## src/rtl/rr_sel_arbiter.sv

```systemverilog
// rr_sel_arbiter: round-robin scheduler sharing one 3-bit decoder select among 8 requesters
//   sys_clk    in   clock, rising edge
//   sys_rst_n  in   synchronous active-low reset
//   req        in   [7:0] level requests, bit i = channel i
//   release_i  in   owner done, only looked at while granting
//   sel        out  [2:0] index of the granted channel (held after tenure ends)
//   grant      out  [7:0] one-hot grant, zero outside a tenure
//   grant_vld  out  high while a tenure is active
//   timeout    out  one-cycle pulse after a tenure ended by the hold timer
module rr_sel_arbiter #(
   parameter int MAX_HOLD = 16,
   parameter int CNT_W    = 8
) (
   input  logic       sys_clk,
   input  logic       sys_rst_n,
   input  logic [7:0] req,
   input  logic       release_i,
   output logic [2:0] sel,
   output logic [7:0] grant,
   output logic       grant_vld,
   output logic       timeout
);
   typedef enum logic [1:0] {IDLE, ARB, GRANT, GAP} state_t;
   state_t           state_q;
   logic [2:0]       sel_q, last_ptr_q, win_d, idx;
   logic [7:0]       grant_q;
   logic             vld_q, timeout_q, hold_end, exit_d;
   logic [CNT_W-1:0] hold_cnt_q;
   // Scan from farthest to nearest so the channel right after the last owner wins.
   always_comb begin
      win_d = last_ptr_q;
      idx   = '0;
      for (int k = 8; k >= 1; k--) begin
         idx = last_ptr_q + 3'(k);
         if (req[idx]) win_d = idx;
      end
      hold_end = hold_cnt_q == CNT_W'(MAX_HOLD - 1);
      exit_d   = release_i | ~req[sel_q] | hold_end;
   end
   always_ff @(posedge sys_clk) begin
      if (!sys_rst_n) begin
         state_q    <= IDLE;
         sel_q      <= '0;
         grant_q    <= '0;
         vld_q      <= 1'b0;
         timeout_q  <= 1'b0;
         hold_cnt_q <= '0;
         last_ptr_q <= 3'd7;
      end else begin
         timeout_q <= 1'b0;
         case (state_q)
            IDLE: if (|req) state_q <= ARB;
            ARB: begin
               if (|req) begin
                  sel_q      <= win_d;
                  grant_q    <= 8'b1 << win_d;
                  vld_q      <= 1'b1;
                  hold_cnt_q <= '0;
                  last_ptr_q <= win_d;
                  state_q    <= GRANT;
               end else state_q <= IDLE;
            end
            GRANT: begin
               hold_cnt_q <= hold_cnt_q + 1'b1;
               if (exit_d) begin
                  grant_q   <= '0;
                  vld_q     <= 1'b0;
                  // Timer only counts as the cause when neither release nor request drop applies.
                  timeout_q <= ~release_i & req[sel_q] & hold_end;
                  state_q   <= GAP;
               end
            end
            GAP: state_q <= (|req) ? ARB : IDLE;
            default: state_q <= IDLE;
         endcase
      end
   end
   assign sel       = sel_q;
   assign grant     = grant_q;
   assign grant_vld = vld_q;
   assign timeout   = timeout_q;
endmodule
```

## config.mk

```make
export PLATFORM = sky130hd
export DESIGN_NAME = rr_sel_arbiter
export DESIGN_NICKNAME = d
export VERILOG_FILES = /design/src/rtl/rr_sel_arbiter.sv
export SDC_FILE = /design/constraint.sdc
export NUM_CORES = 1
export LEC_CHECK = 0
export CAP_MARGIN = 20
export CORE_MARGIN = 2
export CORE_UTILIZATION = 55
export CTS_CLUSTER_DIAMETER = 30
export DETAILED_ROUTE_END_ITERATION = 8
export PLACE_DENSITY_LB_ADDON = 0.1
export SLEW_MARGIN = 15
export SYNTH_ARGS = -nofsm -noshare
export SYNTH_HDL_FRONTEND = slang
export SYNTH_SLANG_ARGS = --single-unit
```

## constraint.sdc

```tcl
create_clock -name sys_clk -period 3.45 [get_ports sys_clk]
set_input_delay 0.69 -clock sys_clk [delete_from_list [all_inputs] [get_ports sys_clk]]
set_output_delay 0.69 -clock sys_clk [all_outputs]
set_load 0.005 [all_outputs]
```

==> impl_metrics.yaml, run 1 <==
synthesis:
  postSynth.asyncResetShare_pct: 0
  synth_area_leader_cell: "dfxtp_1"
  synth.cell_area_sq_mm: 0.00202
  synth.top_cell.area_share_pct: 25.7
  synthTopCellsByCount: "26 x dfxtp_1, 20 x nand2_1, 19 x nor2_1"
  synth_flop_cell: "dfxtp_1"
  synth_seq_cells: 26
  yosys_warnings: 0
  synth_fp_nets: 239
  netlist_instances: 225
  ys_seq_area_share_pct: 25.7
  synth_edf_count: 0
  synth_cell_types: 59
  yosysMostFrequentCell: "dfxtp_1"
  yosys-top-cells-area: "dfxtp_1 26%, mux4_2 12%, a32o_1 4.5%, mux2_2 4.5%, nand2_1 3.7%"
  avgSynthCellArea_sq_um: 8.99
timing:
  fmax_ghz: 0.321
  fin_tns_setup_ns: 0
  final_hold_viol_count: 0
  period_share_pct: 90.3
  grt_setup_unrepaired: "false"
  setup_ws_ns: 0.335
  tightest_slew_ns: 0.726
  maxSlewHeadroom_pct: 51.5
  finalClockSkew_ns: 0.00598
  setup_viol: 0
  slew_violations: 0
  period_needed_ns: 3.12
placed_design:
  dp_hpwl_mm: 3.81
  portBuffers: 23
  dp_slack_ns: 0.0947
  gp_congestion: 0.899
route:
  dr.pass1.iters: 4
  drtAntennaViolNets: 0
  wl_met3_microns: 441
  drtIter0Drc: 163
  vias_per_cell: 6.51
  met1_length_mm: 2.24
  vias: 1906
  routed-wl-met2_mm: 2.40
  post-route-drc-count: 0
  highest_layer: "met4"
  wirelength_mm: 5.11
  wl_per_cell_microns: 17.5
grt:
  grt_pass1_vias: 1744
  grt_max_degree: 28
  antenna_found_initial: 0
  globalRouteOverflowTotal: 0
  grt_util_all_layers_pct: 25.5
  grt_pass1_wl_mm: 8.39
pwr:
  p_leak_nw: 0.865
  cellPowerDensity_mw_per_mm2: 638
  vdd_drop_max_mv: 0.375
status:
  run_status: "complete, no violations"
worst_setup_path:
  worstSetupStartpointType: "primary input"
  critPathTopFamily: "multiplexers"
  cp_max_fo: 11
  arrival_ns: 3.32
  cp-end-kind: "register"
  slowest_delay_ns: 0.60
  slowest_stage: "mux4_2"
  path_class: "primary input to register"
  crit_chain: "clkdlybuf4s50_1 -> mux4_2 -> mux2i_2 -> nor3_1 -> a221o_1 -> a211oi_2 -> nand2_1 -> a21oi_2"
  required_ns: 3.65
  path_buf_inv: 1
clocking:
  cts_buffers: 3
  clock_latency_ns: 0.27
  clkTransAtPathRegs_ns: 0.09
  post-cts-setup-buffers: 0
  hold_buffers: 0
  cts_buffer_depth: 2
  cts_num_sinks: 26
  ctsRootBufferMaster: "clkbuf_8"
  cts_tree: "built"
  ctsResizeCount: 0
  h-tree-depth: 1
cells_and_area:
  antenna_cells: 0
  fillCellCount: 322
  layout-drive-gt1-share_pct: 18.0
  finalNetCount: 260
  area_growth_pct: 17.1
floorplan:
  start_util_pct: 56.1
  dieArea_sq_mm: 0.00418
  core_area_sq_mm: 0.00361
  die_y_microns: 64.7
  io_pins: 24
  dieWidth_microns: 64.7
  placement_rows: 22
worst_hold_path:
  hp-class: "register to register"
job:
  drv_cap: 0
[cell usage in the layout (no fill, tap or decap), types with 3 or more instances in the layout]
cell type	n
a32o_1	9
o21ai_0	9
mux4_2	11
or3_1	3
nor4_1	3
mux2i_1	7
or2_2	3
and2_1	3
nor3_1	3
and3_1	4
a31oi_1	4
a22oi_1	3
nor2_1	19
dfxtp_1	26
clkbuf_8	3
ha_1	3
inv_1	6
nand2b_1	3
a211oi_1	3
mux2_2	8
nand3_1	9
buf_4	8
clkdlybuf4s50_1	23
nand2_1	20
nand4_1	3
a21oi_1	11
[worst paths after layout]
check / depth (start not counted) / to / slack, ns / startpoint
max: 8 / sel[0] / 0.33 / req[4]
min: 1 / grant[1] / 0.48 / grant[1]
max reg2reg: 9 / sel[0] / 0.48 / last_ptr_q[1]
min reg2reg: 1 / grant[1] / 0.48 / grant[1]
[per-layer routing]
metal	global-route usage [%]	vias up
met2	41.4	81
met5	0	-
li1	-	911
met3	5.21	6
met1	36.7	908
met4	2.39	0
[logic make-up after synthesis]
kind of cell    synth area share (%)
flops                           25.7
compound gates                  22.1
fa+ha+maj                       2.35
xor+xnor                        1.30
mux                             22.9
buf+inv                         5.19
simple gates                    20.4
[power by group]
part	internal (W)	switching, W
clock	0.000155	0.0000977
sequential	0.000338	0.0000402
combinational	0.000399	0.000480
total	0.000893	0.000618
[sequential cells by signal (all words and copies together), names as in the netlist, named ones only]
register / cells
grant: 8
hold_cnt_q: 8
last_ptr_q: 3
sel: 3
grant_vld: 1
state_q: 1
timeout: 1
[stage by stage]
stage / hold slack, ns / power, W / instance area (sq um) / instances / util [%]
after CTS: 0.477 / 0.00150 / 2370 / 293 / 65.7
after floorplan: 0.460 / 0.00102 / 2020 / 225 / -
after detailed placement: 0.456 / 0.00125 / 2300 / 289 / 63.7
after global placement: 0.448 / 0.00122 / 2300 / 289 / 63.7
final: 0.475 / 0.00151 / 2370 / 293 / 65.7
after global routing: 0.488 / 0.00160 / 2370 / 293 / 65.7
[worst register-to-register path: stages, from the launching register on]
cell	delay [ns]
dfxtp_1	0.35
clkinv_1	0.11
ha_1	0.42
buf_4	0.22
mux4_2	0.35
mux2_4	0.33
a221o_1	0.39
a211oi_2	0.43
nand2_1	0.16
a21oi_2	0.15
[layout make-up]
class | count | area, sq um | area share [%]
well taps | 48 | 60.1 | 2.53
multi-input cells | 176 | 1400 | 59.0
inverters | 8 | 30.0 | 1.27
repair buffers | 31 | 290 | 12.2
clock inverters | 1 | 30.0 | 1.27
clock buffers | 3 | 41.3 | 1.74
flip-flops and latches | 26 | 520 | 22.0
No activity file was read; power rests on OpenSTA's default activity.
==> run 2: changes to the inputs <==
Clock period 3.45 ns to 3.3 ns, I/O delays scaled along.
==> impl_metrics.yaml, run 2 (same netlist as run 1, synthesis figures left out) <==
status:
  run_status: "complete, no violations"
placed_design:
  dp_slack_ns: 0.0211
  dp_hpwl_mm: 3.90
  portBuffers: 23
  gp_congestion: 0.893
timing:
  finalClockSkew_ns: 0.00426
  slew_violations: 0
  fmax_ghz: 0.329
  period_needed_ns: 3.04
  grt_setup_unrepaired: "false"
  tightest_slew_ns: 0.628
  final_hold_viol_count: 0
  setup_ws_ns: 0.263
  setup_viol: 0
  maxSlewHeadroom_pct: 58.1
  fin_tns_setup_ns: 0
  period_share_pct: 92.0
floorplan:
  die_y_microns: 64.7
  dieWidth_microns: 64.7
  placement_rows: 22
  dieArea_sq_mm: 0.00418
  start_util_pct: 56.1
  io_pins: 24
  core_area_sq_mm: 0.00361
route:
  post-route-drc-count: 0
  wirelength_mm: 5.08
  drtIter0Drc: 138
  dr.pass1.iters: 4
  drtAntennaViolNets: 0
  vias: 1897
  vias_per_cell: 6.41
  wl_per_cell_microns: 17.2
worst_setup_path:
  critPathTopFamily: "multiplexers"
  path_class: "primary input to register"
  slowest_delay_ns: 0.60
  worst-path-stages: 8
  required_ns: 3.50
  path_buf_inv: 2
  slowest_stage: "mux4_2"
  cp_max_fo: 11
  arrival_ns: 3.24
  crit_chain: "clkdlybuf4s50_1 -> mux4_2 -> mux2i_1 -> inv_2 -> a221o_1 -> a211oi_2 -> nand2_1 -> a21oi_2"
  reg2reg_setup_slack_ns: 0.27
  rr_worst_depth: 9
  worstSetupStartpointType: "primary input"
  cp-end-kind: "register"
cells_and_area:
  regArea_sq_um: 520
  fillCellCount: 332
  layout-drive-gt1-share_pct: 19.0
  multi_input_area_sq_mm: 0.00140
  area_growth_pct: 17.4
  finalNetCount: 263
  antenna_cells: 0
  final_util_pct: 65.9
  layout_commonest_cell: "dfxtp_1"
  final_cell_mix: "26 x dfxtp_1, 23 x clkdlybuf4s50_1, 20 x nand2_1, 19 x nor2_1"
clocking:
  ctsRootBufferMaster: "clkbuf_8"
  cts_tree: "built"
  clock_latency_ns: 0.27
  clkTransAtPathRegs_ns: 0.09
  cts_num_sinks: 26
  ctsResizeCount: 0
  h-tree-depth: 1
  hold_buffers: 0
  post-cts-setup-buffers: 0
  cts_buffer_depth: 2
  cts_buffers: 3
grt:
  grt_pass1_vias: 1855
  grt_use_met1_pct: 39.6
  gr-usage-met2_pct: 43.6
  globalRouteOverflowTotal: 0
  grt_busiest_layer: "met2"
  antenna_found_initial: 0
  grt_pass1_wl_mm: 9.03
  grt_util_all_layers_pct: 27.2
  grt_max_degree: 28
  grt_use_met3_pct: 4.51
pwr:
  vdd_drop_max_mv: 0.449
  p_leak_nw: 0.872
  cellPowerDensity_mw_per_mm2: 637
  power_w: 0.00151
worst_hold_path:
  hp-class: "register to register"
  hold_path_depth: 1
job:
  drv_cap: 0
[run 2: through the flow]
step / area, sq um / hold slack [ns] / instances
5_1_grt: 2380 / 0.505 / 296
3_3_place_gp: 2320 / 0.449 / 292
2_1_floorplan: 2020 / 0.460 / 225
6_report: 2380 / 0.470 / 296
3_5_place_dp: 2320 / 0.454 / 292
4_1_cts: 2380 / 0.475 / 296
[run 2: metal layers]
metal | routed length (microns) | vias up
met4 | 42 | 0
li1 | - | 914
met1 | 2340 | 903
met3 | 373 | 7
met2 | 2320 | 73
met5 | 0 | -
[run 2: final timing paths]
kind | start | endpoint
setup / recovery | req[4] | sel[0]
hold / removal | grant[7] | grant[7]
setup reg to reg | last_ptr_q[1] | sel[0]
hold reg to reg | grant[7] | grant[7]
[run 2: final cells by class]
class / count / area share [%]
multi-input combinational: 176 / 58.8
sequential: 26 / 21.9
timing repair buffer: 34 / 13.2
tap: 48 / 2.53
clock buffer: 4 / 2.32
inverter: 8 / 1.26
[run 2: report_power, final]
part / leakage (nW) / internal, W / switching, W
combinational: 0.631 / 0.000416 / 0.000504
clock: 0.0288 / 0.000107 / 0.0000961
sequential: 0.212 / 0.000353 / 0.0000382
total: 0.872 / 0.000876 / 0.000638
==> run 3: changes to the inputs <==
Settings changed: CORE_MARGIN 2 to not set, PLACE_DENSITY set to 0.85, PLACE_DENSITY_LB_ADDON 0.1 to not set.
==> impl_metrics.yaml, run 3 (same netlist as run 1, synthesis figures left out) <==
worst_setup_path:
  required_ns: 3.47
  arrival_ns: 3.18
  reg2reg_setup_slack_ns: 0.30
  cp_max_fo: 8
  worstSetupStartpointType: "register"
  path_class: "register to register"
  cp-end-kind: "register"
worst_hold_path:
  hp-class: "register to register"
timing:
  setup_ws_ns: 0.295
  period_needed_ns: 3.00
  fmax_ghz: 0.333
  finalClockSkew_ns: 0.00669
  grt_setup_unrepaired: "false"
  fin_tns_setup_ns: 0
  final_hold_viol_count: 0
  maxSlewHeadroom_pct: 52.2
  setup_viol: 0
  tightest_slew_ns: 0.715
  period_share_pct: 91.1
  slew_violations: 0
grt:
  grt_pass1_wl_mm: 8.68
  globalRouteOverflowTotal: 0
  grt_util_all_layers_pct: 27.4
  grt_pass1_vias: 1804
  grt_max_degree: 28
  antenna_found_initial: 0
placed_design:
  portBuffers: 23
  place_inst: 291
  dp_slack_ns: 0.0728
  dp_hpwl_mm: 3.67
  gp_congestion: 0.945
clocking:
  clock_latency_ns: 0.27
  cts_tree: "built"
  cts_buffers: 3
  ctsResizeCount: 0
  ctsRootBufferMaster: "clkbuf_8"
  h-tree-depth: 1
  cts_buffer_depth: 2
  clkTransAtPathRegs_ns: 0.09
  hold_buffers: 0
  cts_num_sinks: 26
  post-cts-setup-buffers: 0
floorplan:
  die_y_microns: 62.7
  io_pins: 24
  placement_rows: 21
  start_util_pct: 58.8
  dieWidth_microns: 62.7
  core_area_sq_mm: 0.00344
  dieArea_sq_mm: 0.00393
pwr:
  cell_internal_pwr_w: 0.000942
  power.switching_w: 0.000637
  combPwrFrac_pct: 58.4
  p_leak_nw: 0.884
  switching_share_pct: 40.3
  vdd_drop_max_mv: 0.409
  p_clk_share_pct: 16.6
  power_w: 0.00158
  cellPowerDensity_mw_per_mm2: 658
  seq_power_share_pct: 25.0
cells_and_area:
  layout_commonest_cell: "dfxtp_1"
  regArea_sq_um: 520
  final_cell_mix: "26 x dfxtp_1, 23 x clkdlybuf4s50_1, 20 x nand2_1, 19 x nor2_1, 12 x buf_4"
  finalNetCount: 264
  antenna_cells: 0
  layout-drive-gt1-share_pct: 19.3
  stdcell_count: 295
  fillCellCount: 265
  area_growth_pct: 18.5
  multi_input_area_sq_mm: 0.00140
route:
  vias: 1901
  wirelength_mm: 5.01
  drtIter0Drc: 224
  drtAntennaViolNets: 0
  vias_per_cell: 6.44
  wl_per_cell_microns: 17.0
  post-route-drc-count: 0
  dr.pass1.iters: 4
status:
  run_status: "complete, no violations"
job:
  drv_cap: 0
-- run 3: cell count changes in the layout (fill, tap and decap cells not counted) --
cell / before / now
buf_4: 11 / 12
bufinv_16: 0 / 1
clkbuf_8: 4 / 3
-- run 3: final cells by class --
cell class                      count  area share, %
Timing Repair Buffer               35           13.4
Tap cell                           46           2.40
Sequential cell                    26           21.7
Clock inverter                      1           1.25
Multi-Input combinational cell    176           58.3
Clock buffer                        3           1.72
Inverter                            8           1.25
-- run 3: power by group through the flow --
| stage | logic, W | clock network (W) | registers, W |
|---|---|---|---|
| 2_1_floorplan | 0.000676 | 0 | 0.000388 |
| 4_1_cts | 0.000910 | 0.000263 | 0.000395 |
| 3_3_place_gp | 0.000882 | 0 | 0.000400 |
| 3_5_place_dp | 0.000905 | 0 | 0.000402 |
| 5_1_grt | 0.000997 | 0.000283 | 0.000401 |
| 6_report | 0.000922 | 0.000262 | 0.000395 |
-- run 3: through the flow --
| stage | area, sq um | hold slack [ns] | utilization (%) |
|---|---|---|---|
| final | 2400 | 0.471 | 69.6 |
| after global routing | 2400 | 0.504 | 69.6 |
| after CTS | 2400 | 0.476 | 69.6 |
| after detailed placement | 2330 | 0.454 | 67.6 |
| after global placement | 2330 | 0.453 | 67.6 |
| after floorplan | 2020 | 0.460 | - |
-- run 3: final timing paths --
kind | start | end | cells past startpoint
max reg2reg | last_ptr_q[0] | grant[0] | 10
min | grant[1] | grant[1] | 1
min reg2reg | grant[1] | grant[1] | 1
max | last_ptr_q[0] | grant[0] | 10
-- run 3: per-layer routing --
metal  share of wire, %  routed length (microns)  GRT usage [%]
met4                1.1                       53           6.98
met5                  0                        0              0
met1                 44                     2180           38.8
met3                7.8                      392           5.47
met2                 48                     2380           42.7
-- run 3: worst max-delay path: stages (launching register included) --
cell      delay, ns
dfxtp_1        0.34
inv_1          0.09
ha_1           0.50
buf_4          0.22
mux2i_1        0.34
mux2_2         0.23
o211ai_1       0.14
o2111a_1       0.33
o31ai_4        0.30
nor3_2         0.12
a32o_1         0.29
